File: src/rtl/mem_access_if.sv
// mem_access_if: execute -> memory-stage -> writeback handshake plus the data-bus
// request/response. slave = the memory stage, master = the surrounding pipeline/bus.
interface mem_access_if #(
  parameter int ADDR_W = 64,
  parameter int DATA_W = 64,
  parameter int RD_W   = 5
);
  logic                flush;
  logic                in_valid;
  logic                in_ready;
  logic [3:0]          in_memop;
  logic [ADDR_W-1:0]   in_addr;
  logic [DATA_W-1:0]   in_wdata;
  logic [RD_W-1:0]     in_rd;
  logic                dreq_valid;
  logic [ADDR_W-1:0]   dreq_addr;
  logic [2:0]          dreq_size;
  logic [DATA_W/8-1:0] dreq_strobe;
  logic [DATA_W-1:0]   dreq_data;
  logic                dresp_data_ok;
  logic [DATA_W-1:0]   dresp_data;
  logic                out_valid;
  logic                out_ready;
  logic [DATA_W-1:0]   out_result;
  logic [RD_W-1:0]     out_rd;
  logic                out_misalign;

  modport slave (
    input  flush, in_valid, in_memop, in_addr, in_wdata, in_rd,
           dresp_data_ok, dresp_data, out_ready,
    output in_ready, dreq_valid, dreq_addr, dreq_size, dreq_strobe, dreq_data,
           out_valid, out_result, out_rd, out_misalign
  );

  modport master (
    output flush, in_valid, in_memop, in_addr, in_wdata, in_rd,
           dresp_data_ok, dresp_data, out_ready,
    input  in_ready, dreq_valid, dreq_addr, dreq_size, dreq_strobe, dreq_data,
           out_valid, out_result, out_rd, out_misalign
  );
endinterface

File: src/rtl/mem_access.sv
// mem_access: RV64 memory stage (IDLE/REQ/DONE) issuing one bus request per load/store
// and aligning load data. Define MEM_MISALIGN_CHECK_EN to trap misaligned accesses.
module mem_access #(
  parameter int ADDR_W = 64,
  parameter int DATA_W = 64,
  parameter int RD_W   = 5
) (
  input  logic         clk,
  input  logic         reset,
  mem_access_if.slave  bus
);
  localparam logic [1:0] S_IDLE = 2'd0, S_REQ = 2'd1, S_DONE = 2'd2;

  localparam logic [3:0] OP_LB  = 4'd1,  OP_LH  = 4'd2,  OP_LW  = 4'd3, OP_LD = 4'd4,
                         OP_LBU = 4'd5,  OP_LHU = 4'd6,  OP_LWU = 4'd7, OP_SB = 4'd8,
                         OP_SH  = 4'd9,  OP_SW  = 4'd10, OP_SD  = 4'd11;

  logic [1:0]          state_q, state_d;
  logic [ADDR_W-1:0]   addr_q, addr_d;
  logic [1:0]          size_q, size_d;
  logic [DATA_W/8-1:0] strobe_q, strobe_d;
  logic [DATA_W-1:0]   wdata_q, wdata_d;
  logic [3:0]          op_q, op_d;
  logic [RD_W-1:0]     rd_q, rd_d;
  logic [DATA_W-1:0]   result_q, result_d;
  logic                misalign_q, misalign_d;
  logic                flushed_q, flushed_d;

  logic                is_load, is_store, accept;
  logic [1:0]          in_size;
  logic [7:0]          lane_mask;
  logic [DATA_W-1:0]   rdata_sh, load_value;

  always_comb begin
    is_load   = 1'b0;
    is_store  = 1'b0;
    in_size   = 2'd0;
    lane_mask = 8'h00;
    case (bus.in_memop)
      OP_LB, OP_LBU: begin is_load  = 1'b1; in_size = 2'd0; end
      OP_LH, OP_LHU: begin is_load  = 1'b1; in_size = 2'd1; end
      OP_LW, OP_LWU: begin is_load  = 1'b1; in_size = 2'd2; end
      OP_LD:         begin is_load  = 1'b1; in_size = 2'd3; end
      OP_SB:         begin is_store = 1'b1; in_size = 2'd0; end
      OP_SH:         begin is_store = 1'b1; in_size = 2'd1; end
      OP_SW:         begin is_store = 1'b1; in_size = 2'd2; end
      OP_SD:         begin is_store = 1'b1; in_size = 2'd3; end
      default: ;
    endcase
    case (in_size)
      2'd0:    lane_mask = 8'h01;
      2'd1:    lane_mask = 8'h03;
      2'd2:    lane_mask = 8'h0F;
      default: lane_mask = 8'hFF;
    endcase
  end

`ifdef MEM_MISALIGN_CHECK_EN
  logic misaligned;
  always_comb begin
    case (in_size)
      2'd0:    misaligned = 1'b0;
      2'd1:    misaligned = bus.in_addr[0];
      2'd2:    misaligned = |bus.in_addr[1:0];
      default: misaligned = |bus.in_addr[2:0];
    endcase
  end
`endif

  // Response data is a full aligned doubleword; shift the addressed byte to lane 0.
  always_comb begin
    rdata_sh = bus.dresp_data >> {addr_q[2:0], 3'b000};
    case (op_q)
      OP_LB:   load_value = {{56{rdata_sh[7]}},  rdata_sh[7:0]};
      OP_LH:   load_value = {{48{rdata_sh[15]}}, rdata_sh[15:0]};
      OP_LW:   load_value = {{32{rdata_sh[31]}}, rdata_sh[31:0]};
      OP_LD:   load_value = rdata_sh;
      OP_LBU:  load_value = {56'd0, rdata_sh[7:0]};
      OP_LHU:  load_value = {48'd0, rdata_sh[15:0]};
      OP_LWU:  load_value = {32'd0, rdata_sh[31:0]};
      default: load_value = '0;
    endcase
  end

  assign bus.in_ready = ((state_q == S_IDLE) || (state_q == S_DONE && bus.out_ready)) && !bus.flush;
  assign accept       = bus.in_valid && bus.in_ready;

  always_comb begin
    // NOTE: every _d starts from its _q so no branch can leave it unassigned (no latch).
    state_d    = state_q;
    addr_d     = addr_q;
    size_d     = size_q;
    strobe_d   = strobe_q;
    wdata_d    = wdata_q;
    op_d       = op_q;
    rd_d       = rd_q;
    result_d   = result_q;
    misalign_d = misalign_q;
    flushed_d  = flushed_q;
    case (state_q)
      S_IDLE, S_DONE: begin
        if (bus.flush) begin
          state_d = S_IDLE;
        end else if (accept) begin
          op_d       = bus.in_memop;
          rd_d       = bus.in_rd;
          addr_d     = bus.in_addr;
          size_d     = in_size;
          misalign_d = 1'b0;
          flushed_d  = 1'b0;
          strobe_d   = is_store ? (lane_mask << bus.in_addr[2:0]) : '0;
          wdata_d    = is_store ? (bus.in_wdata << {bus.in_addr[2:0], 3'b000}) : '0;
          if (!is_load && !is_store) begin
            state_d  = S_DONE;
            result_d = bus.in_addr;
          end else begin
            state_d  = S_REQ;
            result_d = '0;
            if (is_store) rd_d = '0;
`ifdef MEM_MISALIGN_CHECK_EN
            if (misaligned) begin
              state_d    = S_DONE;
              misalign_d = 1'b1;
              result_d   = bus.in_addr;
              rd_d       = '0;
            end
`endif
          end
        end else if (state_q == S_DONE && bus.out_ready) begin
          state_d = S_IDLE;
        end
      end
      S_REQ: begin
        // A flush cannot abort the bus transaction; remember it and drop the result.
        if (bus.flush) flushed_d = 1'b1;
        if (bus.dresp_data_ok) begin
          state_d   = (flushed_q || bus.flush) ? S_IDLE : S_DONE;
          result_d  = load_value;
          flushed_d = 1'b0;
        end
      end
      default: state_d = S_IDLE;
    endcase
  end

  always_ff @(posedge clk) begin
    // NOTE: sequential state is updated with non-blocking assignments only.
    if (reset) begin
      state_q    <= S_IDLE;
      addr_q     <= '0;
      size_q     <= '0;
      strobe_q   <= '0;
      wdata_q    <= '0;
      op_q       <= '0;
      rd_q       <= '0;
      result_q   <= '0;
      misalign_q <= 1'b0;
      flushed_q  <= 1'b0;
    end else begin
      state_q    <= state_d;
      addr_q     <= addr_d;
      size_q     <= size_d;
      strobe_q   <= strobe_d;
      wdata_q    <= wdata_d;
      op_q       <= op_d;
      rd_q       <= rd_d;
      result_q   <= result_d;
      misalign_q <= misalign_d;
      flushed_q  <= flushed_d;
    end
  end

  assign bus.dreq_valid   = (state_q == S_REQ);
  assign bus.dreq_addr    = addr_q;
  assign bus.dreq_size    = {1'b0, size_q};
  assign bus.dreq_strobe  = strobe_q;
  assign bus.dreq_data    = wdata_q;
  assign bus.out_valid    = (state_q == S_DONE);
  assign bus.out_result   = result_q;
  assign bus.out_rd       = rd_q;
  assign bus.out_misalign = misalign_q;
endmodule

File: src/flat_wrapper.sv
// flat-port wrapper written by rule: the top's interface ports become plain ports
module mem_access_flat 
#(
  parameter int ADDR_W = 64,
  parameter int DATA_W = 64,
  parameter int RD_W   = 5
)
  (clk, reset, bus_flush, bus_in_valid, bus_in_memop, bus_in_addr, bus_in_wdata, bus_in_rd, bus_dresp_data_ok, bus_dresp_data, bus_out_ready, bus_in_ready, bus_dreq_valid, bus_dreq_addr, bus_dreq_size, bus_dreq_strobe, bus_dreq_data, bus_out_valid, bus_out_result, bus_out_rd, bus_out_misalign);
  mem_access_if #(.ADDR_W(ADDR_W), .DATA_W(DATA_W), .RD_W(RD_W)) bus_i ();
  input  logic clk;
  input  logic reset;
  input wire logic [$bits(bus_i.flush)-1:0] bus_flush;
  input wire logic [$bits(bus_i.in_valid)-1:0] bus_in_valid;
  input wire logic [$bits(bus_i.in_memop)-1:0] bus_in_memop;
  input wire logic [$bits(bus_i.in_addr)-1:0] bus_in_addr;
  input wire logic [$bits(bus_i.in_wdata)-1:0] bus_in_wdata;
  input wire logic [$bits(bus_i.in_rd)-1:0] bus_in_rd;
  input wire logic [$bits(bus_i.dresp_data_ok)-1:0] bus_dresp_data_ok;
  input wire logic [$bits(bus_i.dresp_data)-1:0] bus_dresp_data;
  input wire logic [$bits(bus_i.out_ready)-1:0] bus_out_ready;
  output wire logic [$bits(bus_i.in_ready)-1:0] bus_in_ready;
  output wire logic [$bits(bus_i.dreq_valid)-1:0] bus_dreq_valid;
  output wire logic [$bits(bus_i.dreq_addr)-1:0] bus_dreq_addr;
  output wire logic [$bits(bus_i.dreq_size)-1:0] bus_dreq_size;
  output wire logic [$bits(bus_i.dreq_strobe)-1:0] bus_dreq_strobe;
  output wire logic [$bits(bus_i.dreq_data)-1:0] bus_dreq_data;
  output wire logic [$bits(bus_i.out_valid)-1:0] bus_out_valid;
  output wire logic [$bits(bus_i.out_result)-1:0] bus_out_result;
  output wire logic [$bits(bus_i.out_rd)-1:0] bus_out_rd;
  output wire logic [$bits(bus_i.out_misalign)-1:0] bus_out_misalign;
  assign bus_i.flush = bus_flush;
  assign bus_i.in_valid = bus_in_valid;
  assign bus_i.in_memop = bus_in_memop;
  assign bus_i.in_addr = bus_in_addr;
  assign bus_i.in_wdata = bus_in_wdata;
  assign bus_i.in_rd = bus_in_rd;
  assign bus_i.dresp_data_ok = bus_dresp_data_ok;
  assign bus_i.dresp_data = bus_dresp_data;
  assign bus_i.out_ready = bus_out_ready;
  assign bus_in_ready = bus_i.in_ready;
  assign bus_dreq_valid = bus_i.dreq_valid;
  assign bus_dreq_addr = bus_i.dreq_addr;
  assign bus_dreq_size = bus_i.dreq_size;
  assign bus_dreq_strobe = bus_i.dreq_strobe;
  assign bus_dreq_data = bus_i.dreq_data;
  assign bus_out_valid = bus_i.out_valid;
  assign bus_out_result = bus_i.out_result;
  assign bus_out_rd = bus_i.out_rd;
  assign bus_out_misalign = bus_i.out_misalign;
  mem_access #(.ADDR_W(ADDR_W), .DATA_W(DATA_W), .RD_W(RD_W)) u_core (.clk(clk), .reset(reset), .bus(bus_i));
endmodule
File: config.mk
export PLATFORM = sky130hd
export DESIGN_NAME = mem_access_flat
export DESIGN_NICKNAME = d
export VERILOG_FILES = /design/src/rtl/mem_access_if.sv /design/src/rtl/mem_access.sv /design/src/flat_wrapper.sv
export SDC_FILE = /design/constraint.sdc
export NUM_CORES = 1
export LEC_CHECK = 0
export CAP_MARGIN = 0
export CORE_MARGIN = 4
export CORE_UTILIZATION = 30
export DETAILED_ROUTE_END_ITERATION = 10
export DONT_BUFFER_PORTS = 1
export PLACE_DENSITY = 0.55
export SLEW_MARGIN = 25
export SYNTH_ARGS = -nofsm -noshare
export SYNTH_HDL_FRONTEND = slang
export SYNTH_SLANG_ARGS = --single-unit
File: constraint.sdc
create_clock -name clk -period 2.2 [get_ports clk]
set_input_delay 0.33 -clock clk [delete_from_list [all_inputs] [get_ports clk]]
set_output_delay 0.33 -clock clk [all_outputs]
set_load 0.03 [all_outputs]
==> impl_metrics.toml, run 1 <==
[status]
status = "finished, violations left"
violations = "hold timing"

[layout]
design_area_mm2 = 0.0146
area_growth_pct = 18.0
utilization = 0.358
stdcell_count = 2032
nets = 1687
drive_above_1_share = 0.151

[grt]
grt_usage = 0.215
grt_start_max_net_pins = 213
grt_pass1_wl_um = 74300
grt-ovfl-total = 0
antenna_found_initial = 2
grt_pass1_vias = 11200

[power_and_ir_drop]
power_switching_uw = 3600
power.internal_uw = 8000
powerDensity_mw_per_mm2 = 793
p_leak_uw = 0.00518
p_seq_frac = 0.415
peakVddDrop_mv = 0.420
p_clk_frac = 0.405
swShare = 0.311
total_power_uw = 11600
combPwrFrac = 0.180

[logic_synthesis]
synth_flop_cell = "dfxtp_1"
syn-instance-count = 1473
ys_ff_latch = 214
syn_area_per_cell_um2 = 8.41
postSynth.asyncResetShare = 0
synthesis.area_mm2 = 0.0124
synth_commonest_cells = "229 x nand2_1, 214 x dfxtp_1, 153 x nor2_1"
synthTopCellsByArea = "dfxtp_1 35%, mux2i_1 7.7%, nand2_1 6.9%"
synth_top_area_share = 0.346
ys_seq_area_frac = 0.346
synth_edf_count = 0
synth_area_leader_cell = "dfxtp_1"
yosys_warnings = 0
yosysMostFrequentCell = "nand2_1"
synthDistinctLibCells = 72

[floorplan]
dieArea_mm2 = 0.0446
rows = 74
core_mm2 = 0.0408
die_x_um = 211
ioPinCount = 419
dieHeight_um = 211
initial_utilization = 0.304

[drt]
viasPerCell = 5.74
drt-total-wl_um = 52000
drtIter0Drc = 1085
postRouteAntennaNets = 0
drc_errors = 0
vias = 11700
routedWlPerCell_um = 25.6
first_pass_iters = 6

[sta]
max_slew_margin = 0.534
worst_pin_slew_ns = 0.694
fin_crit_ns = 2.13
finalHoldViolCount = 67
clock.fmax_mhz = 469
drv_slew = 0
grt_setup_unrepaired = "yes"
hold_ws_ns = -0.141
min_period_over_period = 0.969
setup_viol = 0
skew_ns = 0.0105

[worst_hold_path]
min_path_cells = 1
hold_class = "input pin to flip-flop"

[setup_path]
reg2reg_depth = 5
worstPathRequired_ns = 2.61
critPathCaptureType = "flip-flop"
path_class = "flip-flop to flip-flop"
worst-path-max-fanout = 24
r2r_slack_ns = 0.07
start_kind = "flip-flop"
worstPathArrival_ns = 2.54

[place]
place_area_mm2 = 0.0131
io_buffers = 0
detailed_place_hpwl_um = 38700
place_congestion = 0.926
post-place-cells = 1929

[cts]
cts-root-buf = "clkbuf_16"
tritoncts = "done"
numCtsBuffers = 27
clockBufferDepth = 3
h-tree-depth = 1
path_clk_slew_ns = 0.06
cts.sinks = 214
worstSkewPairLatency_ns = 0.55

[job]
maxCapViolCount = 0
==> cells in the final DEF, fill, tap and decap left out, drive strengths merged, types with 4 or more instances in the layout <==
cell,Yosys,routed
nand3b,9,9
nand3,4,4
a2bb2oi,4,4
a22oi,84,84
and2,13,13
mux2,51,51
dlygate4sd3,0,50
mux4,31,31
dfxtp,214,214
nor4,9,9
a21boi,15,15
a21oi,127,127
a2111oi,8,8
nor3,24,24
a31oi,36,36
a211o,34,34
a221oi,8,8
buf,69,69
a211oi,25,25
nand2b,15,15
nor2b,15,15
nand2,229,229
o22ai,10,10
o21a,7,7
o21ai,42,42
o32ai,4,4
inv,6,7
nor2,155,155
mux2i,95,95
o31ai,11,11
clkbuf,74,43
o2bb2ai,10,10
==> per-layer routing <==
layer / GRT usage / routed length, um
met1: 0.238 / 18500
met2: 0.381 / 26100
met3: 0.0882 / 6190
met4: 0.0588 / 1240
met5: 0 / 13
==> state kept, by name, indices dropped and copies added, names as in the netlist <==
signal / count
u_core.size_q: 2
u_core.state_q: 2
u_core.op_q: 4
u_core.flushed_q: 1
u_core.bus.dreq_addr: 64
u_core.bus.dreq_data: 64
u_core.bus.out_rd: 5
u_core.bus.out_result: 64
u_core.bus.dreq_strobe: 8
==> final timing paths <==
| check | startpoint | to |
|---|---|---|
| worst max-delay path | u_core.state_q[0] | u_core.bus.out_result[40] |
| worst min-delay path | reset | u_core.bus.dreq_addr[51] |
| worst max register to register | u_core.state_q[0] | u_core.bus.out_result[40] |
| worst min register to register | u_core.flushed_q | u_core.state_q[1] |
==> worst max-delay path: stages (launching register included) <==
cell and delay, ns:
dfxtp_1 0.36, or4b_4 0.58, and3_2 0.26, nor2_4 0.51
a211o_1 0.22, a31oi_1 0.04
==> cell families (layout without fill, tap and decap cells) <==
kind of cell,Yosys count,count (layout),share of synthesized area
other,1,3,0.000303
DFF,214,214,0.346
AOI/OAI and AO/OA,442,442,0.242
and+or+nand+nor,490,490,0.176
muxes,177,177,0.179
buffers and inverters,149,174,0.0566
==> power groups by stage <==
stage	Combinational [uW]	Clock [uW]	Sequential, uW
after global placement	1960	0	4900
after CTS	2020	4810	4820
after global routing	2280	4980	4840
after floorplan	1580	0	4790
final	2090	4690	4810
after detailed placement	1990	0	4900
==> timing repair <==
action,4_1_cts,5_1_grt
resized for setup,0,6
setup buffers,0,3
hold buffers,16,34
hold endpoints to repair,213,169
endpoints found under the setup margin,0,44
==> area by class of cell <==
class	count	area, um2
Antenna cell	1	2.50
Clock buffer	42	832
Clock inverter	6	109
Fill cell	4166	26200
Inverter	6	22.5
Multi-Input combinational cell	1111	7460
Sequential cell	214	4290
Tap cell	532	666
Timing Repair Buffer	120	1240
==> stage by stage <==
step	TNS [ns]	setup WS, ns
final	0	0.0685
after detailed placement	0	0.0343
after global routing	-0.197	-0.0328
after CTS	0	0.0160
after global placement	0	0.0627
after floorplan	0	0.0549
Note: power is estimated with default switching activity, not from simulation.
==> run 2: changes to the inputs <==
--- a/config.mk
+++ b/config.mk
@@ -10,7 +10,7 @@
 export CORE_UTILIZATION = 30
 export DETAILED_ROUTE_END_ITERATION = 10
 export DONT_BUFFER_PORTS = 1
-export PLACE_DENSITY = 0.55
+export PLACE_DENSITY = 0.52
 export SLEW_MARGIN = 25
 export SYNTH_ARGS = -nofsm -noshare
 export SYNTH_HDL_FRONTEND = slang
==> impl_metrics.toml, run 2 (synthesized netlist as in run 1, its figures left out) <==
[place]
dpl_worst_slack_ns = -0.153
detailed_place_hpwl_um = 37700
place_congestion = 0.881
io_buffers = 0
post-place-cells = 1930

[setup_path]
path_cells = "mux2_2 -> o22ai_2 -> nor4_4 -> buf_4 -> nor3_4 -> buf_6 -> buf_8 -> a31oi_1"
path_class = "flip-flop to flip-flop"
start_kind = "flip-flop"
slowest_stage = "mux2_2"
worstPathArrival_ns = 2.59
worst-path-max-fanout = 10
crit_buf_inv = 3
worstPathRequired_ns = 2.62
slowest_delay_ns = 0.40
crit_family = "buffers and inverters"
critPathCaptureType = "flip-flop"

[layout]
area_growth_pct = 19.7
drive_above_1_share = 0.167
stdcell_count = 2043
nets = 1696
final_common_cell = "nand2_1"
final_cell_mix = "228 x nand2_1, 211 x dfxtp_1, 151 x nor2_1"

[sta]
setup_slack_ns = 0.0366
clock.fmax_mhz = 462
hold_ws_ns = -0.137
drv_slew = 0
max_slew_margin = 0.355
min_period_over_period = 0.983
finalHoldViolCount = 57
fin_crit_ns = 2.16
setup_viol = 0
worst_pin_slew_ns = 0.965
skew_ns = 0.0187

[cts]
cts-root-buf = "clkbuf_16"
path_clk_slew_ns = 0.07
numCtsBuffers = 27
h-tree-depth = 1
worstSkewPairLatency_ns = 0.55
tritoncts = "done"
clockBufferDepth = 3
cts.sinks = 214

[grt]
grt-ovfl-total = 0
grt_pass1_wl_um = 73800
grt_start_max_net_pins = 213
antenna_found_initial = 0
grt_usage = 0.214
grt_pass1_vias = 11300

[drt]
first_pass_iters = 5
drtIter0Drc = 1162
postRouteAntennaNets = 0
drt-total-wl_um = 52700
viasPerCell = 5.72
drc_errors = 0
routedWlPerCell_um = 25.8
vias = 11700

[floorplan]
initial_utilization = 0.304
ioPinCount = 419
die_x_um = 211
rows = 74
dieHeight_um = 211
core_mm2 = 0.0408
dieArea_mm2 = 0.0446

[status]
violations = "hold timing"
status = "finished, violations left"

[power_and_ir_drop]
powerDensity_mw_per_mm2 = 798
peakVddDrop_mv = 0.413
p_leak_uw = 0.00527

[worst_hold_path]
hold_class = "input pin to flip-flop"

[job]
maxCapViolCount = 0
==> run 2: repair_timing <==
item / CTS / global route
hold buffers: 41 / 5
setup endpoints to repair: 13 / 58
pin swaps: 1 / 6
gates cloned: 0 / 5
buffers inserted: 0 / 11
hold endpoints to repair: 213 / 184
resized for setup: 4 / 21
==> run 2: worst reg2reg max path, cell delays in order, from the launching register on <==
cell	delay, ns
dfxtp_4	0.39
mux2_2	0.40
o22ai_2	0.34
nor4_4	0.08
buf_4	0.16
nor3_4	0.23
buf_6	0.17
buf_8	0.17
a31oi_1	0.09
==> run 2: per-stage QoR <==
step / hold WS, ns / area [um2] / utilization / power [uW] / setup TNS (ns)
2_1_floorplan: 0.466 / 12400 / - / 6370 / 0
3_3_place_gp: 0.415 / 13100 / 0.321 / 6860 / -0.187
3_5_place_dp: 0.416 / 13100 / 0.321 / 6890 / -0.783
4_1_cts: -0.175 / 14500 / 0.355 / 11800 / 0
5_1_grt: -0.163 / 14800 / 0.363 / 12300 / -0.0313
6_report: -0.137 / 14800 / 0.363 / 11800 / 0
==> run 2: area by class of cell <==
type | instances | area, um2
fill | 4240 | 26000
multi-input combinational | 1112 | 7580
sequential | 214 | 4290
timing repair buffer | 128 | 1320
clock buffer | 33 | 718
tap | 532 | 666
clock inverter | 17 | 229
inverter | 6 | 22.5
antenna | 1 | 2.50
==> run 2: worst paths after layout <==
check / start / cells past startpoint / slack (ns) / endpoint
hold reg to reg: u_core.flushed_q / 2 / 0.52 / u_core.flushed_q
setup reg to reg: u_core.bus.dreq_addr[1] / 8 / 0.04 / u_core.bus.out_result[54]
setup / recovery: u_core.bus.dreq_addr[1] / 8 / 0.04 / u_core.bus.out_result[54]
hold / removal: reset / 1 / -0.14 / u_core.bus.dreq_addr[50]
==> run 2: per-layer routing <==
layer | up-vias | wire [um] | global-route usage
li1 | 5432 | - | -
met1 | 5687 | 19100 | 0.238
met2 | 501 | 26600 | 0.383
met3 | 74 | 5600 | 0.0768
met4 | 0 | 1440 | 0.0630
met5 | - | 0 | 0
==> run 2: report_power, final <==
group,switching [uW],total (uW),internal (uW),leakage [uW]
Clock,1900,4830,2930,0.000474
Combinational,1200,2200,1000,0.00305
Sequential,686,4810,4120,0.00175
==> run 3: changes to the inputs <==
==> constraint.sdc (replaced) <==
create_clock -name clk -period 2.59 [get_ports clk]
set_input_delay 0.3885 -clock clk [delete_from_list [all_inputs] [get_ports clk]]
set_output_delay 0.3885 -clock clk [all_outputs]
set_load 0.03 [all_outputs]
==> impl_metrics.toml, run 3 (synthesized netlist as in run 1, its figures left out) <==
[layout]
design_area_mm2 = 0.0151
fillers = 4165
drive_above_1_share = 0.140
nets = 1736
final_cell_mix = "228 x nand2_1, 210 x dfxtp_1, 152 x nor2_1"
area_growth_pct = 22.1
n_antenna_cell = 0
utilization = 0.371
final_common_cell = "nand2_1"

[sta]
skew_ns = 0.0262
grt_setup_unrepaired = "no"
setup_slack_ns = 0.100
min_period_over_period = 0.961
setup_viol = 0
max_slew_margin = 0.404
drv_slew = 0
setup_tns_ns = 0
worst_pin_slew_ns = 0.894
fin_crit_ns = 2.49
finalHoldViolCount = 1
hold_ws_ns = -0.000593
clock.fmax_mhz = 402

[power_and_ir_drop]
p_seq_frac = 0.415
power_switching_uw = 3190
powerDensity_mw_per_mm2 = 652
p_clk_frac = 0.394
p_leak_uw = 0.00539
swShare = 0.323
peakVddDrop_mv = 0.325
power.internal_uw = 6680
combPwrFrac = 0.191

[drt]
drtIter0Drc = 880
viasPerCell = 5.73
first_pass_iters = 8
routedWlPerCell_um = 26.1
vias = 11900
drc_errors = 0
postRouteAntennaNets = 0
drt-total-wl_um = 54300

[setup_path]
slowest_stage = "mux4_2"
worst-path-max-fanout = 18
start_kind = "flip-flop"
worstPathRequired_ns = 3.02
crit_family = "buffers and inverters"
slowest_delay_ns = 0.57
path_class = "flip-flop to flip-flop"
worstPathArrival_ns = 2.92
path_cells = "buf_12 -> mux4_2 -> nand2_1 -> o21ai_0 -> a221oi_1 -> nor3_1 -> dlygate4sd3_1"
critPathCaptureType = "flip-flop"
crit_buf_inv = 2

[floorplan]
dieArea_mm2 = 0.0446
core_mm2 = 0.0408
ioPinCount = 419
initial_utilization = 0.304
rows = 74
die_x_um = 211
dieHeight_um = 211

[grt]
antenna_found_initial = 0
grt_pass1_wl_um = 75100
grt_usage = 0.218
grt-ovfl-total = 0
grt_pass1_vias = 11400
grt_start_max_net_pins = 213

[status]
violations = "hold timing"
status = "finished, violations left"

[cts]
tritoncts = "done"
clockBufferDepth = 3
worstSkewPairLatency_ns = 0.56
cts-root-buf = "clkbuf_16"
path_clk_slew_ns = 0.06
h-tree-depth = 1
cts.sinks = 214
numCtsBuffers = 27

[worst_hold_path]
hold_class = "input pin to flip-flop"

[place]
place_area_mm2 = 0.0129
place_congestion = 0.898
dpl_worst_slack_ns = 0.0963
io_buffers = 0
detailed_place_hpwl_um = 37800

[job]
maxCapViolCount = 0
[run 3: final timing paths]
kind,startpoint,end,slack [ns],cells after the start
hold reg to reg,u_core.op_q[2],u_core.op_q[2],0.52,2
setup reg to reg,u_core.bus.dreq_addr[0],u_core.bus.out_result[5],0.10,7
setup / recovery,u_core.bus.dreq_addr[0],u_core.bus.out_result[5],0.10,7
hold / removal,bus_in_addr[58],u_core.bus.dreq_addr[58],-0.0006,2
[run 3: worst reg2reg max path: cells and delay by family, from the launching register on]
kind | cells | cell delay [ns]
AND/OR/NAND/NOR | 2 | 0.17
multiplexers | 1 | 0.58
buffers and inverters | 2 | 0.77
flip-flops | 1 | 0.48
AO/OA/AOI/OAI | 2 | 0.37
[run 3: what timing repair did]
action,4_1_cts,5_1_grt
setup buffers,0,6
setup endpoints to repair,0,67
resized for setup,0,3
endpoints found under the hold margin,208,48
hold buffers,71,41
[run 3: layer usage]
layer / track usage / routed length, um / vias up
met5: 0 / 0 / -
met4: 0.0858 / 2180 / 0
met3: 0.0759 / 5720 / 106
met2: 0.381 / 26700 / 592
met1: 0.243 / 19700 / 5720
li1: - / - / 5494
[run 3: area by class of cell]
type | count | area [um2] | area share
tap | 532 | 666 | 0.0440
clock buffer | 38 | 787 | 0.0520
multi-input combinational | 1112 | 7460 | 0.493
sequential | 214 | 4290 | 0.284
inverter | 6 | 22.5 | 0.00149
clock inverter | 10 | 121 | 0.00802
timing repair buffer | 168 | 1780 | 0.118
[run 3: power groups by stage]
stage / combinational, uW / clock, uW / sequential, uW
floorplan: 1340 / 0 / 4070
global placement: 1620 / 0 / 4170
detailed placement: 1640 / 0 / 4170
CTS: 1750 / 4010 / 4100
global route: 2060 / 4120 / 4120
finish: 1880 / 3890 / 4100
[run 3: stage by stage]
step                hold slack, ns  cells  power [uW]
detailed placement           0.480   1910        5820
finish                   -0.000593   2080        9870
global route               -0.0111   2080       10300
CTS                         -0.121   2029        9860
global placement             0.474   1910        5790
floorplan                    0.466   1474        5410
